**config.mk**
```make
export PLATFORM = sky130hd
export DESIGN_NAME = ps2_host_tx
export DESIGN_NICKNAME = d
export VERILOG_FILES = /design/src/rtl/ps2_host_tx.sv
export SDC_FILE = /design/constraint.sdc
export NUM_CORES = 1
export LEC_CHECK = 0
export ABC_AREA = 1
export CAP_MARGIN = 20
export CORE_MARGIN = 4
export CORE_UTILIZATION = 40
export DETAILED_ROUTE_END_ITERATION = 10
export HOLD_SLACK_MARGIN = 0.1
export PLACE_DENSITY = 0.55
export SYNTH_ARGS = -nofsm -noshare
export SYNTH_HDL_FRONTEND = slang
export SYNTH_SLANG_ARGS = --single-unit
```
**constraint.sdc**
```tcl
create_clock -name clk -period 4.8 [get_ports clk]
set_input_delay 0.48 -clock clk [delete_from_list [all_inputs] [get_ports clk]]
set_output_delay 0.48 -clock clk [all_outputs]
set_load 0.02 [all_outputs]
```
**src/rtl/ps2_host_tx.sv**
```systemverilog
// PS/2 host-to-device transmitter: inhibits the bus, issues a request-to-send and
// clocks one command byte (LSB first, odd parity, stop) out under device clocking.
`timescale 1ns/1ps
module ps2_host_tx #(
    parameter int INHIBIT_CYCLES = 250,
    parameter int TIMEOUT_CYCLES = 31200
) (
    input  logic       clk,
    input  logic       reset,
    input  logic [7:0] tx_data,
    input  logic       tx_valid,
    output logic       tx_ready,
    output logic       tx_done,
    output logic       tx_err,
    output logic       busy,
    output logic       rx_inhibit,
    input  logic       ps2_clk_in,
    input  logic       ps2_data_in,
    output logic       ps2_clk_oe,
    output logic       ps2_data_oe
);
    localparam int CNT_MAX = (INHIBIT_CYCLES > TIMEOUT_CYCLES) ? INHIBIT_CYCLES : TIMEOUT_CYCLES;
    localparam int CW      = $clog2(CNT_MAX + 1);
    localparam logic [CW-1:0] INH_LAST = CW'(INHIBIT_CYCLES - 1);
    localparam logic [CW-1:0] TO_LAST  = CW'(TIMEOUT_CYCLES - 1);
    localparam logic [CW-1:0] CNT_SAT  = CW'(CNT_MAX);

    typedef enum logic [2:0] {
        IDLE, INHIBIT, REQ, START, DATA, PARITY, STOP, ACK_WAIT
    } state_t;

    state_t        state;
    logic [CW-1:0] cnt;
    logic [2:0]    bitcnt;
    logic [7:0]    shreg;
    logic          parity;
    logic [1:0]    clk_sync, data_sync;
    logic          clk_prev;
    logic          clk_s, data_s, fall;

    // Synchronisers reset to the idle (pulled-up) level so no spurious fall follows reset
    always_ff @(posedge clk or posedge reset) begin
        if (reset) begin
            clk_sync  <= 2'b11;
            data_sync <= 2'b11;
            clk_prev  <= 1'b1;
        end else begin
            clk_sync  <= {clk_sync[0], ps2_clk_in};
            data_sync <= {data_sync[0], ps2_data_in};
            clk_prev  <= clk_sync[1];
        end
    end

    assign clk_s  = clk_sync[1];
    assign data_s = data_sync[1];
    assign fall   = clk_prev & ~clk_s;

    assign tx_ready   = (state == IDLE);
    assign busy       = (state != IDLE);
    assign rx_inhibit = busy;

    always_ff @(posedge clk or posedge reset) begin
        if (reset) begin
            state       <= IDLE;
            cnt         <= '0;
            bitcnt      <= '0;
            shreg       <= '0;
            parity      <= 1'b0;
            ps2_clk_oe  <= 1'b0;
            ps2_data_oe <= 1'b0;
            tx_done     <= 1'b0;
            tx_err      <= 1'b0;
        end else begin
            tx_done <= 1'b0;
            tx_err  <= 1'b0;
            case (state)
                IDLE: if (tx_valid) begin
                    shreg       <= tx_data;
                    parity      <= ~^tx_data;
                    bitcnt      <= '0;
                    cnt         <= '0;
                    ps2_clk_oe  <= 1'b1;
                    ps2_data_oe <= 1'b0;
                    state       <= INHIBIT;
                end
                INHIBIT: begin
                    if (cnt == INH_LAST) begin
                        cnt         <= '0;
                        ps2_data_oe <= 1'b1;
                        state       <= REQ;
                    end else begin
                        cnt <= cnt + 1'b1;
                    end
                end
                REQ: begin
                    ps2_clk_oe <= 1'b0;
                    cnt        <= '0;
                    state      <= START;
                end
                default: begin
                    // Timeout is checked ahead of any bus edge so it always wins
                    if (cnt == TO_LAST) begin
                        ps2_clk_oe  <= 1'b0;
                        ps2_data_oe <= 1'b0;
                        tx_err      <= 1'b1;
                        cnt         <= '0;
                        state       <= IDLE;
                    end else begin
                        if (cnt != CNT_SAT) cnt <= cnt + 1'b1;
                        case (state)
                            START: if (fall) begin
                                ps2_data_oe <= ~shreg[0];
                                shreg       <= {1'b0, shreg[7:1]};
                                bitcnt      <= '0;
                                state       <= DATA;
                            end
                            DATA: if (fall) begin
                                if (bitcnt == 3'd7) begin
                                    ps2_data_oe <= ~parity;
                                    state       <= PARITY;
                                end else begin
                                    ps2_data_oe <= ~shreg[0];
                                    shreg       <= {1'b0, shreg[7:1]};
                                    bitcnt      <= bitcnt + 1'b1;
                                end
                            end
                            PARITY: if (fall) begin
                                ps2_data_oe <= 1'b0;
                                state       <= STOP;
                            end
                            STOP: if (fall) begin
                                if (data_s) begin
                                    tx_err <= 1'b1;
                                    state  <= IDLE;
                                end else begin
                                    state  <= ACK_WAIT;
                                end
                            end
                            ACK_WAIT: if (clk_s && data_s) begin
                                tx_done <= 1'b1;
                                state   <= IDLE;
                            end
                            default: ;
                        endcase
                    end
                end
            endcase
        end
    end
endmodule

```
After elaboration in Yosys (flattened, before gate mapping) --
Index checks and enable logic that the tools add are counted.
Word-level totals: logic and storage cells 116, register bits after elaboration 39, input bits 13, output and inout port bits 7
Operators by class: bitwise operators 7, equality and inequality tests 26, $add $sub $neg 2, mux-type cells 52, reductions and logical operators 17
Operator list (number):
- $mux W15 | 4
- $mux W3 | 15
- $pmux W15 S3 | 1
- $mux W8 | 5
- $pmux W8 S2 | 2
- $ne A6 B6 Y1 const B | 5
- $mux W1 | 18
- $add A15 B1 Y15 const B | 1
- $eq A15 B15 Y1 const B | 1
- $eq A15 B8 Y1 const B | 1
- $eq A3 B3 Y1 const B | 5
- $ne A15 B15 Y1 const B | 1
- $ne A5 B5 Y1 const B | 3
- $pmux W3 S5 | 1
- $reduce_and A7 Y1 | 2
- $pmux W3 S2 | 2
- $ne A3 B3 Y1 const B | 3
- $pmux W1 S3 | 3
- $pmux W3 S3 | 1
- $reduce_and A9 Y1 | 1
- $reduce_bool A3 Y1 | 3
- $reduce_bool A9 Y1 | 1
- $reduce_xnor A8 Y1 | 1
- $eq A3 B2 Y1 const B | 2
- other kinds (14) | 22

Depth between registers and ports, before layout --
Gate-level depths: netlist of the first run.
depth in word-level cells 6, mapped depth 12, gate-level depth less buffers 12

Worst setup path after synthesis of the first run --
Ideal clock, no wire load.
path kind register -> register, from reg cnt[0], to reg shreg[0], library setup time 0.122 ns, clock period less this slack 1.587 ns, path buffers 1, setup slack 3.213 ns, data arrival time 1.466 ns, data required time 4.678 ns, cell stages (with the launch flop) 10, path through dfrtp_1 ha_1 nand2_1 nor2_4 nand2_2 nor2_2 nor2_1 o21bai_4 buf_6 o21ai_2
On the way: word-level cells in the longest chain between the ends 3
RTL lines:
- start: declaration | line 33 | logic [CW-1:0] cnt;
- start signal: assignment | line 92 | cnt <= cnt + 1'b1;
- start signal: assignment | line 109 | if (cnt != CNT_SAT) cnt <= cnt + 1'b1;
- $eq A15 B15 Y1 | line 102 | if (cnt == TO_LAST) begin
- $ne A2 B2 Y1 (no line)
- $reduce_and A7 Y1 (no line)
- end signal: assignment | line 78 | shreg <= tx_data;
- end signal: assignment | line 113 | shreg <= {1'b0, shreg[7:1]};
- end signal: assignment | line 123 | shreg <= {1'b0, shreg[7:1]};
- end: declaration | line 35 | logic [7:0] shreg;
No other way between the ends. A chain may end at the register's enable or synchronous reset.

Final worst setup path of the first run --
from reg state[2], to out tx_ready
On the way: word-level cells in the longest chain between the ends 1
RTL lines:
- start: declaration | line 32 | state_t state;
- start signal: assignment | line 64 | state <= IDLE;
- start signal: assignment | line 84 | state <= INHIBIT;
- start signal: assignment | line 90 | state <= REQ;
- $logic_not A3 Y1 | line 58 | assign tx_ready = (state == IDLE);
- end: declaration | line 12 | output logic tx_ready,
No other way between the ends.

==> flow_summary.json, run 1 <==
{
  "status": "complete, no violations",
  "place.gp.congestion": 0.891,
  "hold_class": "reg2reg",
  "antenna_found_initial": 0,
  "drtPass1Iterations": 4,
  "yosysTopAreaCellShare": 0.312,
  "yosys_warnings": 0,
  "cp_common_cell": "nor2_4",
  "syn-num-nets": 386,
  "fp.dieArea_um2": 8200,
  "fin_util": 0.467,
  "worstPathMaxFanout": 13,
  "num_antenna_cells": 0,
  "nNetsFinal": 399,
  "initial_core_util": 0.420,
  "period_needed_ns": 2.60,
  "hpwl_um": 4550,
  "max_cap_viol_count": 0,
  "setup_ws_ns": 2.20,
  "clk_latency_ns": 0.30,
  "io_buffers": 19,
  "die_w_um": 90.5,
  "pwr_density_cell_nw_per_um2": 501,
  "grt_pass1_vias": 2279,
  "postCtsSetupBuffers": 0,
  "routed_wl_um": 6250,
  "finalHoldViolCount": 0,
  "avgViaCountPerCell": 5.05,
  "avgSynthCellArea_um2": 7.41,
  "cellLeakagePower_nw": 1.43,
  "synthesis.instances": 368,
  "layout-drive-gt1-share": 0.144,
  "critical_path.max_stage_delay_ns": 0.70,
  "timing.critical_path.buf_inv": 2,
  "slowest_stage": "clkdlybuf4s50_1",
  "synth_edf_count": 0,
  "grt_max_degree": 40,
  "setup_violations": 0,
  "clockBufferDepth": 2,
  "required_ns": 4.32,
  "synth_cell_types": 36,
  "ys_seq_area_frac": 0.360,
  "ys_ff_latch": 39,
  "dp_slack_ns": 2.53,
  "cts_buffers": 5,
  "tns_ns": 0,
  "worst_pin_slew_ns": 0.613,
  "vias": 2318,
  "cts_resized": 0,
  "peakVddDrop_uv": 349,
  "fin_crit_sh": 0.541,
  "hold_buffers": 0,
  "wire_per_inst_um": 13.6,
  "finalMaxSlewViolations": 0,
  "ys_top_cells_by_count": "nand2_1, dfrtp_1, inv_1",
  "slew-limit-headroom": 0.590,
  "dieHeight_um": 90.5,
  "clock-sinks": 39,
  "yosys.area.top_type": "dfrtp_1",
  "cts_tree": "yes",
  "final_area_um2": 3030,
  "ant_nets": 0,
  "synth_area_um2": 2730,
  "crit_arrival_ns": 2.12,
  "synth_most_common_cell": "nand2_1",
  "criticalPathCategory": "reg2out",
  "startpoint_type": "flip-flop",
  "crit_family": "buffers and inverters",
  "worstSetupEndpointType": "output port",
  "rows": 29,
  "ctsHtreeMaxLevel": 2,
  "clk_pin_slew_ns": 0.08,
  "power_mw": 1.52,
  "drc": 0,
  "grt_usage": 0.161,
  "grt_pass1_wl_um": 10800,
  "synthFlopType": "dfrtp_1",
  "placed_area_um2": 2910,
  "rsz0062_at_grt": "false",
  "core_um2": 6490,
  "cts_root_buffer": "clkbuf_8",
  "cp_cell_sequence": "nor2_4 > inv_2 > nor2_4 > clkdlybuf4s50_1",
  "async_flop_share": 1.00,
  "clock.fmax_mhz": 385,
  "overflow": 0,
  "synth_area_leaders": "dfrtp_1, nand2_1, nand3_1",
  "areaGrowthSynthToFinish_pct": 11.2,
  "ios": 20,
  "drtIter0Drc": 119,
  "skew_ns": 0.00919
}
## area by class of cell
| class | count | area, um2 |
|---|---|---|
| Timing Repair Buffer | 20 | 198 |
| Sequential cell | 39 | 982 |
| Clock inverter | 2 | 35.0 |
| Clock buffer | 6 | 82.6 |
| Inverter | 40 | 150 |
| Multi-Input combinational cell | 275 | 1490 |
| Tap cell | 77 | 96.3 |
| Fill cell | 665 | 3460 |
## worst register-to-register path, stage by stage (launching register included)
cell and delay (ns):
dfrtp_1 0.54, nor3_4 0.60, inv_1 0.25, nand3_2 0.16, nor2_2 0.06, nor2_4 0.33, o21ai_0 0.14
## stage by stage
stage / std cells / hold slack, ns
after CTS: 459 / 0.360
after detailed placement: 451 / 0.347
after global placement: 451 / 0.346
after floorplan: 368 / 0.345
final: 459 / 0.358
after global routing: 459 / 0.361
## sequential cells by signal (all words and copies together), names as in the netlist
| signal | cells |
|---|---|
| cnt | 15 |
| shreg | 8 |
| bitcnt | 3 |
| state | 3 |
| clk_sync | 2 |
| data_sync | 2 |
| clk_prev | 1 |
| parity | 1 |
| ps2_clk_oe | 1 |
| ps2_data_oe | 1 |
| tx_done | 1 |
| tx_err | 1 |
## path summary, 6_finish.rpt
path,startpoint,end,slack [ns],cells after the start
setup / recovery,state[2],tx_ready,2.20,4
hold / removal,clk_sync[0],clk_sync[1],0.36,0
hold reg to reg,clk_sync[0],clk_sync[1],0.36,0
min in group asynchronous,reset,cnt[7],0.60,3
max in group asynchronous,reset,clk_sync[0],3.82,3
setup reg to reg,state[1],cnt[9],2.59,6
## layout by cell type (no fill, tap or decap)
cell	count
o21bai_1	1
o211ai_1	1
nor2_2	4
ha_1	5
xnor2_1	6
nor3_1	4
o21ai_0	17
dfstp_2	5
nand4_1	11
bufinv_16	1
dfrtp_1	34
nand3b_1	1
xor2_1	3
nand3_1	33
o21bai_4	1
o31ai_1	1
o21a_1	1
buf_4	1
clkbuf_8	6
nor2_1	22
a21oi_1	3
o221ai_1	1
o21ai_2	14
clkinv_2	1
clkdlybuf4s50_1	19
nand2_4	2
inv_1	34
o21ai_1	1
nand2_2	4
nand3_2	1
or2_2	1
nor3_4	1
inv_2	6
nand2_1	121
mux2i_1	7
and2b_1	1
nor2_4	7
## routing by layer
metal  vias to the layer above  track usage  wire length (um)
li1                       1203            -                 -
met1                      1066        0.212              2920
met2                        40        0.267              3000
met3                         9       0.0308               238
met4                         0       0.0459                86
met5                         -            0                 0
## cell families after synthesis
family                     count (synthesis)  share of synthesized area
AOI/OAI and AO/OA                         41                      0.105
adders and majority gates                  5                     0.0230
and+or+nand+nor                          213                      0.363
muxes                                      7                     0.0257
xor gates and xnor gates                   9                     0.0289
buffers and inverters                     54                     0.0941
DFF                                       39                      0.360
## where the power goes
part	internal (mW)	leakage, nW	switching [mW]
clock network	0.168	0.0612	0.128
logic	0.257	0.867	0.475
registers	0.407	0.505	0.0835
(Power assumes the default switching activity.)
==> run 2, diff against run 1 <==
--- a/config.mk
+++ b/config.mk
@@ -11,7 +11,7 @@
 export CORE_UTILIZATION = 40
 export DETAILED_ROUTE_END_ITERATION = 10
 export HOLD_SLACK_MARGIN = 0.1
-export PLACE_DENSITY = 0.55
+export PLACE_DENSITY = 0.57
 export SYNTH_ARGS = -nofsm -noshare
 export SYNTH_HDL_FRONTEND = slang
 export SYNTH_SLANG_ARGS = --single-unit
==> constraint.sdc (replaced) <==
create_clock -name clk -period 2.3 [get_ports clk]
set_input_delay 0.23 -clock clk [delete_from_list [all_inputs] [get_ports clk]]
set_output_delay 0.23 -clock clk [all_outputs]
set_load 0.02 [all_outputs]
==> run 2 against run 1 <==
Net effect: total power grew 110%; sequential power grew 110%; core utilization grew 0.58 points; wire length shrank 4.2%; critical endpoint unchanged; largest cell class unchanged.
==> flow_summary.json, run 2 (synthesis results as in run 1) <==
{
  "fp.dieArea_um2": 8200,
  "die_w_um": 90.5,
  "reg_top3": "cnt x15, shreg x8",
  "tns_ns": 0,
  "ctsHtreeMaxLevel": 2,
  "crit_arrival_ns": 1.91,
  "clk_pin_slew_ns": 0.08,
  "cts_buffers": 5,
  "initial_core_util": 0.420,
  "status": "complete, no violations",
  "nNetsFinal": 405,
  "rows": 29,
  "cts_tree": "yes",
  "holdWs_ns": 0.329,
  "multi_input_area_um2": 1490,
  "max_cap_viol_count": 0,
  "skew_ns": 0.00833,
  "clk_latency_ns": 0.30,
  "drc": 0,
  "placed_area_um2": 2960,
  "cp_cell_sequence": "nor2_4 > inv_2 > nor2_4 > clkdlybuf4s50_1",
  "combPwrFrac": 0.499,
  "grt_pass1_wl_um": 10600,
  "layout-drive-gt1-share": 0.155,
  "place.gp.congestion": 0.923,
  "crit_end": "tx_ready",
  "finalHoldViolCount": 0,
  "criticalPathCategory": "reg2out",
  "largest_register_ffs": 15,
  "routed_wl_um": 5990,
  "sw_frac_of_total": 0.445,
  "ant_nets": 0,
  "cts_resized": 0,
  "routed-wl-met3_um": 280,
  "cts_root_buffer": "clkbuf_8",
  "worstSetupEndpointType": "output port",
  "stdcell_count": 465,
  "fill_cells": 639,
  "slew-limit-headroom": 0.672,
  "drtIter0Drc": 98,
  "hold_buffers": 0,
  "startpoint_type": "flip-flop",
  "overflow": 0,
  "grt_usage": 0.156,
  "core_um2": 6490,
  "hold_class": "in2reg",
  "grt_pass1_vias": 2267,
  "vias": 2351,
  "pwr_density_cell_nw_per_um2": 1050,
  "critical_path.max_stage_delay_ns": 0.67,
  "num_antenna_cells": 0,
  "finalMaxSlewViolations": 0,
  "avgViaCountPerCell": 5.06,
  "drt-met1-wl_um": 2850,
  "rsz0062_at_grt": "false",
  "final_area_um2": 3070,
  "dieHeight_um": 90.5,
  "drtPass1Iterations": 4,
  "seq_area_um2": 982,
  "required_ns": 2.07,
  "p_switching_mw": 1.43,
  "worstPathMaxFanout": 9,
  "worst_pin_slew_ns": 0.493,
  "fin_crit_sh": 0.931,
  "fin_util": 0.472,
  "clock.fmax_mhz": 467,
  "clock-sinks": 39,
  "timing.rr.end": "shreg[5]",
  "antenna_found_initial": 0,
  "cp_common_cell": "nor2_4",
  "top_register": "cnt",
  "slowest_stage": "clkdlybuf4s50_1",
  "topRoutingLayerUsed": "met4",
  "seq_power_share": 0.319,
  "wire_per_inst_um": 12.9,
  "peakVddDrop_uv": 687,
  "areaGrowthSynthToFinish_pct": 12.6,
  "r2r-start": "cnt[0]",
  "reg2reg_depth": 9,
  "final_cell_mix": "nand2_1, inv_1, dfrtp_1",
  "crit_start": "state[2]",
  "setup_violations": 0,
  "period_needed_ns": 2.14,
  "ios": 20,
  "final_common_cell": "nand2_1",
  "grt_max_degree": 40,
  "cellLeakagePower_nw": 1.45,
  "dp.cells": 457,
  "clockBufferDepth": 2,
  "postCtsSetupBuffers": 0,
  "hpwl_um": 4520,
  "io_buffers": 19,
  "route.met2.wl_um": 2800,
  "r2r_setup_slack_ns": 0.29,
  "pwr-share-clk": 0.182,
  "intPower_mw": 1.78
}
[run 2: area by class of cell]
class                      instances  share of cell area
clock buffer                       6              0.0237
tap                               77              0.0314
multi-input combinational        275               0.485
timing repair buffer              26              0.0791
sequential                        39               0.320
clock inverter                     2              0.0122
inverter                          40              0.0489
[run 2: critical path, delay by kind of cell, from the launching register on]
kind	cells	cell delay, ns
flip-flops	1	0.53
AND/OR/NAND/NOR	2	0.32
buffers and inverters	2	0.76
[run 2: power by group through the flow]
stage | registers, mW | logic (mW) | clock network [mW]
finish | 1.03 | 1.60 | 0.584
global route | 1.05 | 1.83 | 0.629
CTS | 1.02 | 1.63 | 0.593
detailed placement | 1.04 | 1.62 | 0
global placement | 1.04 | 1.62 | 0
floorplan | 0.961 | 1.35 | 0
[run 2: how the worst min path moves through the flow]
stage / from / to / slack (ns) / cells past startpoint
4_1_cts: ps2_clk_in / clk_sync[0] / 0.32 / 1
6_report: ps2_clk_in / clk_sync[0] / 0.33 / 1
5_1_grt: ps2_data_in / data_sync[0] / 0.32 / 1
3_3_place_gp: data_sync[0] / data_sync[1] / 0.35 / 0
3_5_place_dp: data_sync[0] / data_sync[1] / 0.35 / 0
2_1_floorplan: ps2_clk_in / clk_sync[0] / 0.23 / 0
[run 2: routing by layer]
metal,global-route usage,vias up
li1,-,1224
met4,0.0383,0
met1,0.210,1073
met2,0.253,46
met5,0,-
met3,0.0375,8
[run 2: per-stage QoR]
step / total power, mW / setup WS [ns]
6_report: 3.21 / 0.159
5_1_grt: 3.51 / 0.0669
3_3_place_gp: 2.66 / 0.327
3_5_place_dp: 2.66 / 0.274
2_1_floorplan: 2.31 / 0.713
4_1_cts: 3.25 / 0.143
==> patch: new RTL, flow settings as in run 2 <==
Change the parameter `INHIBIT_CYCLES` from 250 to 500.
--- a/src/rtl/ps2_host_tx.sv
+++ b/src/rtl/ps2_host_tx.sv
@@ -2,7 +2,7 @@
 // clocks one command byte (LSB first, odd parity, stop) out under device clocking.
 `timescale 1ns/1ps
 module ps2_host_tx #(
-    parameter int INHIBIT_CYCLES = 250,
+    parameter int INHIBIT_CYCLES = 500,
     parameter int TIMEOUT_CYCLES = 31200
 ) (
     input  logic       clk,
Formal check against the unedited RTL: same outputs for any inputs over 10 cycles, from zero or initial values and one cycle with reset high; that may be too few to reach the edited logic, so the function may still have changed.
==> patch against run 2 <==
  * Utilization decreased by 0.48 points
  * Area after synthesis fell by 1.5%
  * Maximum frequency down 1.4%
  * Largest cell class unchanged
  * Via count rose by 6.5%
  * Worst setup slack lost 0.029 ns
  * Critical path depth did not move
  * Sequential cell count unchanged
  * Synthesized cell count rose by 6.3%
  * Non-clock buffer count fell by 2
  * Worst hold slack improved by 0.0026 ns
  * Power fell by 9.6%
  * Wire length is 6.5% higher
  * Design area down 2.1%
==> patch: results (changes against run 2) <==
synth top area cells dfrtp_1 32%, nand2_1 21%, nand3_1 8.0%; worst hold slack 0.332 ns (+0.00255 ns); vias in the first global route 2471 (+9.0%); slew of the pin with the lowest slew margin 0.510 ns (+0.0173 ns); XOR/XNOR Fraction of Synth Area 3.59% (+0.70 points); RePlAce Congestion 0.860 (-6.9%); worst min-delay path startpoint ps2_data_in; Seq/Total Area, Yosys 36.6% (+0.54 points); DR WL/cell 13.1 um (+1.7%); status finished, final reports clean; Leakage 1.57 nW (+7.8%); Post-Synth Adder-Cell Area 1.86% (-0.43 points); reg-to-reg endpoint shreg[4]; Net Count, Synth 408 (+5.7%); fillcell total 681 (+6.6%); Synth Area in Compound Gates 4.99% (-5.5 points); critical path's largest stage delay 0.61 ns (-0.06 ns); DRT iter0 DRCs 110 (+12%); Met2 Routed Length 3070 um (+9.5%); Critical Path AT 1.94 ns (+0.03 ns); Yosys cell types 33 (-8.3%); Fmax 461 MHz (-1.4%); initial core utilization 41.8% (-0.15 points); vias per cell 5.14 (+1.7%); metal3 WL 315 um (+13%); VDD IR max 0.000566 V (-18%)
patch: worst max path at each step:
stage	end	from
after floorplan	state[1]	cnt[0]
after global placement	shreg[7]	cnt[0]
after detailed placement	shreg[6]	cnt[0]
after CTS	tx_ready	state[1]
after global routing	busy	state[0]
final	busy	state[0]
patch: routing by layer:
layer | up-vias | global-route usage (%)
met1 | 1152 | 21.6
met2 | 63 | 28.5
met4 | 0 | 6.12
li1 | 1276 | -
met3 | 12 | 2.84
met5 | - | 0
patch: area by class of cell:
cell class | count | share of cell area [%]
Multi-Input combinational cell | 301 | 48.7
Sequential cell | 39 | 32.7
Timing Repair Buffer | 24 | 7.67
Inverter | 38 | 4.75
Tap cell | 77 | 3.21
Clock buffer | 5 | 2.29
Clock inverter | 3 | 0.667
patch: power by group:
part | leakage, nW | switching [mW] | internal, mW | total, mW
logic | 1.02 | 0.946 | 0.493 | 1.44
clock network | 0.0402 | 0.258 | 0.211 | 0.469
registers | 0.505 | 0.150 | 0.848 | 0.998
